`config.mk`:
```
export PLATFORM = sky130hd
export DESIGN_NAME = flash_arb_flat
export DESIGN_NICKNAME = d
export VERILOG_FILES = /design/src/rtl/flash_arb_if.sv /design/src/rtl/flash_arb.sv /design/src/flat_wrapper.sv
export SDC_FILE = /design/constraint.sdc
export NUM_CORES = 1
export LEC_CHECK = 0
export ABC_CLOCK_PERIOD_IN_PS = 5460
export BUFFER_PORTS_ARGS = -buffer_cell sky130_fd_sc_hd__buf_4
export CORE_ASPECT_RATIO = 1.4
export CORE_MARGIN = 3
export CORE_UTILIZATION = 30
export CTS_BUF_LIST = sky130_fd_sc_hd__clkbuf_4
export DETAILED_ROUTE_END_ITERATION = 8
export SLEW_MARGIN = 20
export SYNTH_ARGS = -nofsm -noshare
export SYNTH_HDL_FRONTEND = slang
export SYNTH_SLANG_ARGS = --single-unit
```
`constraint.sdc`:
```
create_clock -name clk -period 5.46 [get_ports clk]
set_input_delay 0.546 -clock clk [delete_from_list [all_inputs] [get_ports clk]]
set_output_delay 0.546 -clock clk [all_outputs]
set_load 0.005 [all_outputs]
```
`src/rtl/flash_arb_if.sv`:
```
// Bundles the two requester ports and the flash-reader port of flash_arb.
// The arbiter uses the slave modport; requesters and the flash model use master.
interface flash_arb_if;
  logic        rq0_valid;
  logic [23:0] rq0_addr;
  logic        rq0_ready;
  logic [7:0]  rq0_data;
  logic        rq0_err;
  logic        rq1_valid;
  logic [23:0] rq1_addr;
  logic        rq1_ready;
  logic [7:0]  rq1_data;
  logic        rq1_err;
  logic [23:0] fd_address;
  logic        fd_valid;
  logic [7:0]  fd;
  logic        fd_ready;
  logic        busy;

  modport slave (
    input  rq0_valid, rq0_addr, rq1_valid, rq1_addr, fd, fd_ready,
    output rq0_ready, rq0_data, rq0_err, rq1_ready, rq1_data, rq1_err,
    output fd_address, fd_valid, busy
  );

  modport master (
    output rq0_valid, rq0_addr, rq1_valid, rq1_addr, fd, fd_ready,
    input  rq0_ready, rq0_data, rq0_err, rq1_ready, rq1_data, rq1_err,
    input  fd_address, fd_valid, busy
  );
endinterface

```
`src/rtl/flash_arb.sv`:
```
// Round-robin arbiter sharing one flash byte reader between two requesters,
// with a 255-cycle timeout that returns 8'hFF and flags an error.
module flash_arb (
  input  logic        clk,
  input  logic        rstn,
  flash_arb_if.slave  arb_if
);

  typedef enum logic [1:0] {StIdle, StReq, StDone} state_e;

  state_e      state_q, state_d;
  logic        gnt_q, gnt_d;
  logic        last_q, last_d;
  logic [23:0] addr_q, addr_d;
  logic [7:0]  cnt_q, cnt_d;
  logic [7:0]  data0_q, data0_d, data1_q, data1_d;
  logic        err0_q, err0_d, err1_q, err1_d;

  logic        pick1;
  logic [7:0]  cnt_inc;
  logic        load;
  logic [7:0]  ld_data;
  logic        ld_err;

  always_comb begin
    state_d = state_q;
    gnt_d   = gnt_q;
    last_d  = last_q;
    addr_d  = addr_q;
    cnt_d   = cnt_q;
    data0_d = data0_q;
    data1_d = data1_q;
    err0_d  = err0_q;
    err1_d  = err1_q;
    pick1   = 1'b0;
    cnt_inc = cnt_q + 8'd1;
    load    = 1'b0;
    ld_data = 8'h00;
    ld_err  = 1'b0;

    unique case (state_q)
      StIdle: begin
        if (arb_if.rq0_valid || arb_if.rq1_valid) begin
          // Requester 1 wins alone, or on a tie when requester 0 was granted last.
          pick1   = arb_if.rq1_valid && (!arb_if.rq0_valid || !last_q);
          gnt_d   = pick1;
          last_d  = pick1;
          addr_d  = pick1 ? arb_if.rq1_addr : arb_if.rq0_addr;
          cnt_d   = 8'd0;
          state_d = StReq;
        end
      end
      StReq: begin
        if (arb_if.fd_ready) begin
          load    = 1'b1;
          ld_data = arb_if.fd;
          state_d = StDone;
        end else if (cnt_inc == 8'hFF) begin
          load    = 1'b1;
          ld_data = 8'hFF;
          ld_err  = 1'b1;
          state_d = StDone;
        end else begin
          cnt_d = cnt_inc;
        end
      end
      StDone: state_d = StIdle;
      default: state_d = StIdle;
    endcase

    if (load) begin
      if (gnt_q) begin
        data1_d = ld_data;
        err1_d  = ld_err;
      end else begin
        data0_d = ld_data;
        err0_d  = ld_err;
      end
    end
  end

  always_ff @(posedge clk or negedge rstn) begin
    if (!rstn) begin
      state_q <= StIdle;
      gnt_q   <= 1'b0;
      last_q  <= 1'b1;
      addr_q  <= 24'h0;
      cnt_q   <= 8'h0;
      data0_q <= 8'h00;
      data1_q <= 8'h00;
      err0_q  <= 1'b0;
      err1_q  <= 1'b0;
    end else begin
      state_q <= state_d;
      gnt_q   <= gnt_d;
      last_q  <= last_d;
      addr_q  <= addr_d;
      cnt_q   <= cnt_d;
      data0_q <= data0_d;
      data1_q <= data1_d;
      err0_q  <= err0_d;
      err1_q  <= err1_d;
    end
  end

  assign arb_if.fd_valid   = (state_q == StReq);
  assign arb_if.busy       = (state_q != StIdle);
  assign arb_if.fd_address = addr_q;
  assign arb_if.rq0_ready  = (state_q == StDone) && !gnt_q;
  assign arb_if.rq1_ready  = (state_q == StDone) && gnt_q;
  assign arb_if.rq0_data   = data0_q;
  assign arb_if.rq0_err    = err0_q;
  assign arb_if.rq1_data   = data1_q;
  assign arb_if.rq1_err    = err1_q;

endmodule
```
`src/flat_wrapper.sv`:
```
// flat-port wrapper written by rule: the top's interface ports become plain ports
module flash_arb_flat 
  (clk, rstn, arb_if_rq0_valid, arb_if_rq0_addr, arb_if_rq1_valid, arb_if_rq1_addr, arb_if_fd, arb_if_fd_ready, arb_if_rq0_ready, arb_if_rq0_data, arb_if_rq0_err, arb_if_rq1_ready, arb_if_rq1_data, arb_if_rq1_err, arb_if_fd_address, arb_if_fd_valid, arb_if_busy);
  flash_arb_if arb_if_i ();
  input  logic clk;
  input  logic rstn;
  input wire logic [$bits(arb_if_i.rq0_valid)-1:0] arb_if_rq0_valid;
  input wire logic [$bits(arb_if_i.rq0_addr)-1:0] arb_if_rq0_addr;
  input wire logic [$bits(arb_if_i.rq1_valid)-1:0] arb_if_rq1_valid;
  input wire logic [$bits(arb_if_i.rq1_addr)-1:0] arb_if_rq1_addr;
  input wire logic [$bits(arb_if_i.fd)-1:0] arb_if_fd;
  input wire logic [$bits(arb_if_i.fd_ready)-1:0] arb_if_fd_ready;
  output wire logic [$bits(arb_if_i.rq0_ready)-1:0] arb_if_rq0_ready;
  output wire logic [$bits(arb_if_i.rq0_data)-1:0] arb_if_rq0_data;
  output wire logic [$bits(arb_if_i.rq0_err)-1:0] arb_if_rq0_err;
  output wire logic [$bits(arb_if_i.rq1_ready)-1:0] arb_if_rq1_ready;
  output wire logic [$bits(arb_if_i.rq1_data)-1:0] arb_if_rq1_data;
  output wire logic [$bits(arb_if_i.rq1_err)-1:0] arb_if_rq1_err;
  output wire logic [$bits(arb_if_i.fd_address)-1:0] arb_if_fd_address;
  output wire logic [$bits(arb_if_i.fd_valid)-1:0] arb_if_fd_valid;
  output wire logic [$bits(arb_if_i.busy)-1:0] arb_if_busy;
  assign arb_if_i.rq0_valid = arb_if_rq0_valid;
  assign arb_if_i.rq0_addr = arb_if_rq0_addr;
  assign arb_if_i.rq1_valid = arb_if_rq1_valid;
  assign arb_if_i.rq1_addr = arb_if_rq1_addr;
  assign arb_if_i.fd = arb_if_fd;
  assign arb_if_i.fd_ready = arb_if_fd_ready;
  assign arb_if_rq0_ready = arb_if_i.rq0_ready;
  assign arb_if_rq0_data = arb_if_i.rq0_data;
  assign arb_if_rq0_err = arb_if_i.rq0_err;
  assign arb_if_rq1_ready = arb_if_i.rq1_ready;
  assign arb_if_rq1_data = arb_if_i.rq1_data;
  assign arb_if_rq1_err = arb_if_i.rq1_err;
  assign arb_if_fd_address = arb_if_i.fd_address;
  assign arb_if_fd_valid = arb_if_i.fd_valid;
  assign arb_if_busy = arb_if_i.busy;
  flash_arb u_core (.clk(clk), .rstn(rstn), .arb_if(arb_if_i));
endmodule
```
Word level (Yosys, flattened, before mapping)
Cells that the tools add are included.
{"block": "classes", "n_eq_ne": 7, "n_addsub": 1, "n_mux": 17, "bitwise_logic": 1, "n_reduce_logical": 16}
{"op": "2-to-1 mux 8 bit", "n": 6}
{"op": "2-to-1 mux 24 bit", "n": 1}
{"op": "one-hot mux 8 bit (2 select lines)", "n": 1}
{"op": "adder 8 x 1 -> 8 bit, second input constant", "n": 1}
{"op": "== test 8 bit, second input constant", "n": 1}
{"op": "AND reduction 2 bit", "n": 4}
{"op": "2-to-1 mux 2 bit", "n": 3}
{"op": "2-to-1 mux 1 bit", "n": 5}
{"op": "inequality test 2 bit, second input constant", "n": 2}
{"op": "one-hot mux 2 bit (2 select lines)", "n": 1}
{"op": "AND reduction 4 bit", "n": 1}
{"op": "nonzero test 2 bit", "n": 2}
{"op": "logical AND 1 bit", "n": 3}
{"op": "logical NOT 1 bit", "n": 3}
{"op": "inequality test 3 x 2 -> 1 bit, second input constant", "n": 1}
{"op": "== test 2 x 1 -> 1 bit, second input constant", "n": 1}
{"op": "== test 2 bit, second input constant", "n": 1}
{"op": "logical NOT 2 bit", "n": 1}
{"op": "logical OR 1 bit", "n": 2}
{"op": "inequality test 2 x 1 -> 1 bit, second input constant", "n": 1}
{"op": "NOT 1 bit", "n": 1}
{"block": "totals", "in_bits": 61, "out_inout_bits": 46, "reg_bits": 54, "elab_cells": 51}

Longest topological paths before layout
{"block": "logic_depth", "ltp_word": 6, "depth_mapped": 8, "depth_no_buf": 7}

Worst setup path after synthesis
OpenSTA, ideal clock, no wires.
{"block": "synth_path", "kind": "flip-flop to flip-flop", "start": "reg u_core.cnt_q[0]", "end": "reg u_core.data0_q[0] (netlist: u_core.arb_if.rq0_data[0])", "arrival_time_ps": 1633, "setup_time_ps": 123, "setup_slack_ps": 3704, "synth_period_minus_slack_ps": 1756, "stages_incl_launch_ff": 8, "cell_sequence": "dfrtp_1 -> ha_1 -> nand3_1 -> a2bb2oi_1 -> nand3_2 -> a21oi_4 -> buf_6 -> a21oi_1"}
{"block": "synth_between", "elab_chain_cells": 6}
{"item": "start, declared", "line": "flash_arb.sv:15", "rtl": "logic [7:0] cnt_q, cnt_d;"}
{"item": "start signal, assigned", "line": "flash_arb.sv:98", "rtl": "cnt_q <= cnt_d;"}
{"item": "adder 8 x 1 -> 8 bit (*)", "line": "flash_arb.sv:36", "rtl": "cnt_inc = cnt_q + 8'd1;"}
{"item": "== test 8 bit (*)", "line": "flash_arb.sv:58", "rtl": "end else if (cnt_inc == 8'hFF) begin"}
{"item": "2-to-1 mux 1 bit", "line": "flash_arb.sv:58"}
{"item": "2-to-1 mux 1 bit", "line": "flash_arb.sv:54", "rtl": "if (arb_if.fd_ready) begin"}
{"item": "2-to-1 mux 1 bit", "line": "flash_arb.sv:41", "rtl": "unique case (state_q)"}
{"item": "AND reduction 2 bit (no line)"}
{"item": "end signal, assigned", "line": "flash_arb.sv:99", "rtl": "data0_q <= data0_d;"}
{"item": "end, declared", "line": "flash_arb.sv:16", "rtl": "logic [7:0] data0_q, data0_d, data1_q, data1_d;"}
Every way passes the cells marked *; elsewhere a longest branch is shown, timed or not.
A chain may end at the register's enable or synchronous reset.

Worst setup path in the final report
{"block": "layout_path", "start": "reg u_core.cnt_q[0]", "end": "reg u_core.data0_q[6] (netlist: u_core.arb_if.rq0_data[6])"}
The elaborated chain is that of the path after synthesis.

==> results.yml <==
timing:
  fin_crit_ns: 2.059
  post-route-period-util_pct: 37.71
  fmax_mhz: 485.6
  fin_tns_setup_ns: 0
  finalWorstSetupSlack_ns: 3.401
  setup_violations: 0
  rsz0062_at_grt: "no"
  maxSlewHeadroom_pct: 30.13
  finalClockSkew_ns: 0.01534
  tightestPinTransition_ns: 1.045
  finalHoldViolations: 0
  drv_slew: 0
grt:
  grt_overflow: 0
  grt_antenna_before_repair: 0
  grt_pass1_wl_um: 10450
  grt_max_degree: 55
  grt_usage_pct: 12.92
  grt_pass1_vias: 2145
routing:
  avgRoutedWirePerCell_um: 13.40
  dr.pass1.iters: 4
  ant_nets: 0
  wl_um: 6246
  drcViolationCount: 0
  vias_per_cell: 4.820
  num_vias: 2246
  initialDrtViolationCount: 135
clock_network:
  path_clk_slew_ns: 0.17
  htree_levels: 2
  cts_max_path_buffers: 2
  cts_setup_buffers: 0
  cts_hold_buf: 0
  root_buffer: "clkbuf_4"
  numClockSinks: 54
  cts_tree: "built"
  cts.repair.resized: 0
  numCtsBuffers: 5
  clk_latency_ns: 0.38
floorplanning:
  coreArea_mm2: 0.008295
  start_util_pct: 31.43
  placementRows: 39
  dieWidth_um: 84.79
  dieArea_mm2: 0.009862
  ios: 107
  fp.dieH_um: 116.3
power:
  intPower_mw: 1.035
  leakagePower_nw: 1.724
  power_frac_comb_pct: 43.2
  power_density_mw_per_mm2: 452.1
  vdd.ir_drop.worst_mv: 0.2247
  p_switching_mw: 0.5848
  power_frac_seq_pct: 42.4
  clkPwrFrac_pct: 14.4
  swShare_pct: 36.11
yosys:
  ys.warnings.count: 0
  synthArstFlopShare_pct: 100.0
  syn_nets: 326
  ys_dominant_reg_cell: "dfrtp_1"
  ys_seq_elements: 54
  yosys-top-cells-area: "dfrtp_1, mux2i_1, nand2_1"
  seq_area_frac_synth_pct: 51.87
  synth.most_common_cell: "dfrtp_1"
  yosys.area.top_type_share_pct: 50.86
  synth_edf_count: 0
  yosys-top-cells-count: "dfrtp_1, nand2_1, mux2i_1"
  syn_area_per_cell_um2: 9.914
  ys_types: 34
  yosys.area.top_type: "dfrtp_1"
  synth_area_mm2: 0.002608
  synth_cells: 263
setup_path:
  worstPathArrival_ns: 2.33
  critPathCaptureType: "flop"
  start_kind: "flop"
  critical_path_class: "flop to flop"
  path_cells: "ha_1, nand3_1, a2bb2oi_1, nand3_2, a21oi_4, a21oi_1"
  worst-path-max-fanout: 17
  crit_required_ns: 5.73
  critPathTopFamily: "compound AO/OA/AOI/OAI gates"
  crit_buf_inv: 0
  cp_slowest_stage_delay_ns: 0.48
  crit_slowest_cell: "a21oi_4"
finish:
  final-instance-count-excl-fill: 466
  regArea_mm2: 0.001353
  final_cell_area_mm2: 0.003582
  final_nets: 426
  n_fill_cell: 846
  multi_input_area_mm2: 0.001141
  antenna_cells: 0
  area_delta_synth_final_pct: 37.38
  drive_above_1_share_pct: 34.62
placement:
  dp_cells: 458
  dpl_cell_area_mm2: 0.003496
  portBuffers: 106
  dp_hpwl_um: 4660
  dp_slack_ns: 3.383
  gp_congestion: 0.7973
outcome:
  status: "finished clean"
job:
  maxCapViolCount: 0
worst_hold_path:
  hp-class: "primary input to async pin"
==> power groups by stage <==
| stage | Sequential, mW | Combinational (mW) | Clock (mW) |
|---|---|---|---|
| floorplan | 0.684 | 0.353 | 0 |
| global placement | 0.691 | 0.705 | 0 |
| detailed placement | 0.696 | 0.718 | 0 |
| CTS | 0.688 | 0.718 | 0.246 |
| global route | 0.716 | 0.788 | 0.263 |
| finish | 0.686 | 0.699 | 0.233 |
==> logic make-up (layout without fill, tap and decap cells) <==
kind of cell | after synthesis | count (layout) | synth area share, %
adder cells (fa/ha/maj) | 2 | 2 | 0.9595
AND/OR/NAND/NOR | 67 | 67 | 12.28
multiplexers | 30 | 30 | 11.52
AO/OA/AOI/OAI | 75 | 75 | 17.47
flip-flops | 54 | 54 | 51.87
XOR/XNOR | 2 | 2 | 0.6719
buffers and inverters | 33 | 134 | 5.230
==> per-stage QoR <==
step           power [mW]  hold slack [ns]  util [%]
2_1_floorplan       1.037           0.2504         -
3_3_place_gp        1.395           0.4618     42.14
3_5_place_dp        1.414           0.4719     42.14
4_1_cts             1.653           0.1836     43.18
5_1_grt             1.767           0.2050     43.18
6_report            1.619           0.1752     43.18
==> final timing paths <==
| check | cells past startpoint | startpoint | slack (ns) | endpoint |
|---|---|---|---|---|
| setup / recovery | 6 | u_core.cnt_q[0]$_DFFE_PN0P_ | 3.40 | u_core.arb_if.rq0_data[6]$_DFFE_PN0P_ |
| hold / removal | 1 | rstn | 0.18 | u_core.arb_if.rq1_data[3]$_DFFE_PN0P_ |
| setup reg to reg | 6 | u_core.cnt_q[0]$_DFFE_PN0P_ | 3.40 | u_core.arb_if.rq0_data[6]$_DFFE_PN0P_ |
| hold reg to reg | 2 | u_core.arb_if.fd_address[10]$_DFFE_PN0P_ | 0.50 | u_core.arb_if.fd_address[10]$_DFFE_PN0P_ |
| max in group asynchronous | 1 | rstn | 4.82 | u_core.arb_if.fd_address[19]$_DFFE_PN0P_ |
| min in group clk | 2 | arb_if_rq0_valid | 0.36 | u_core.last_q$_DFFE_PN1P_ |
==> routing by layer <==
metal	GRT usage [%]	up-vias	part of all wire [%]
met2	22.53	76	51
met3	3.246	6	7.3
met1	15.74	1051	40
met4	4.013	0	1.2
li1	-	1113	-
met5	0	-	0
==> cell type report <==
cell class	count	share of cell area (%)
sequential	54	37.76
multi-input combinational	176	31.85
timing repair buffer	107	22.42
tap	102	3.563
inverter	19	1.991
clock inverter	3	1.362
clock buffer	5	1.048
==> cell usage in the layout, fill, tap and decap left out, types with 2 or more instances in the layout <==
cell      Yosys  routed
o21ai_0      27      26
nand2_1      38      38
a21oi_1      20      20
nor2_1        6       6
nand3_1       6       6
nand2b_1      5       5
nor3b_1       2       2
a21oi_2       2       2
nand4_1       2       2
and2_1        2       2
mux2i_1      30      30
o22ai_1      17      17
inv_1        19      19
a31oi_1       3       3
ha_1          2       2
clkbuf_4      0       5
a21boi_4      1       2
buf_4         0     107
dfrtp_1      53      53
==> state kept, by name, summed over array words and instances (netlist names), 2 cells and up <==
signal	cells
u_core.arb_if.fd_address	24
u_core.arb_if.rq0_data	8
u_core.arb_if.rq1_data	8
u_core.cnt_q	8
u_core.state_q	2
No activity file was read; power rests on OpenSTA's default activity.
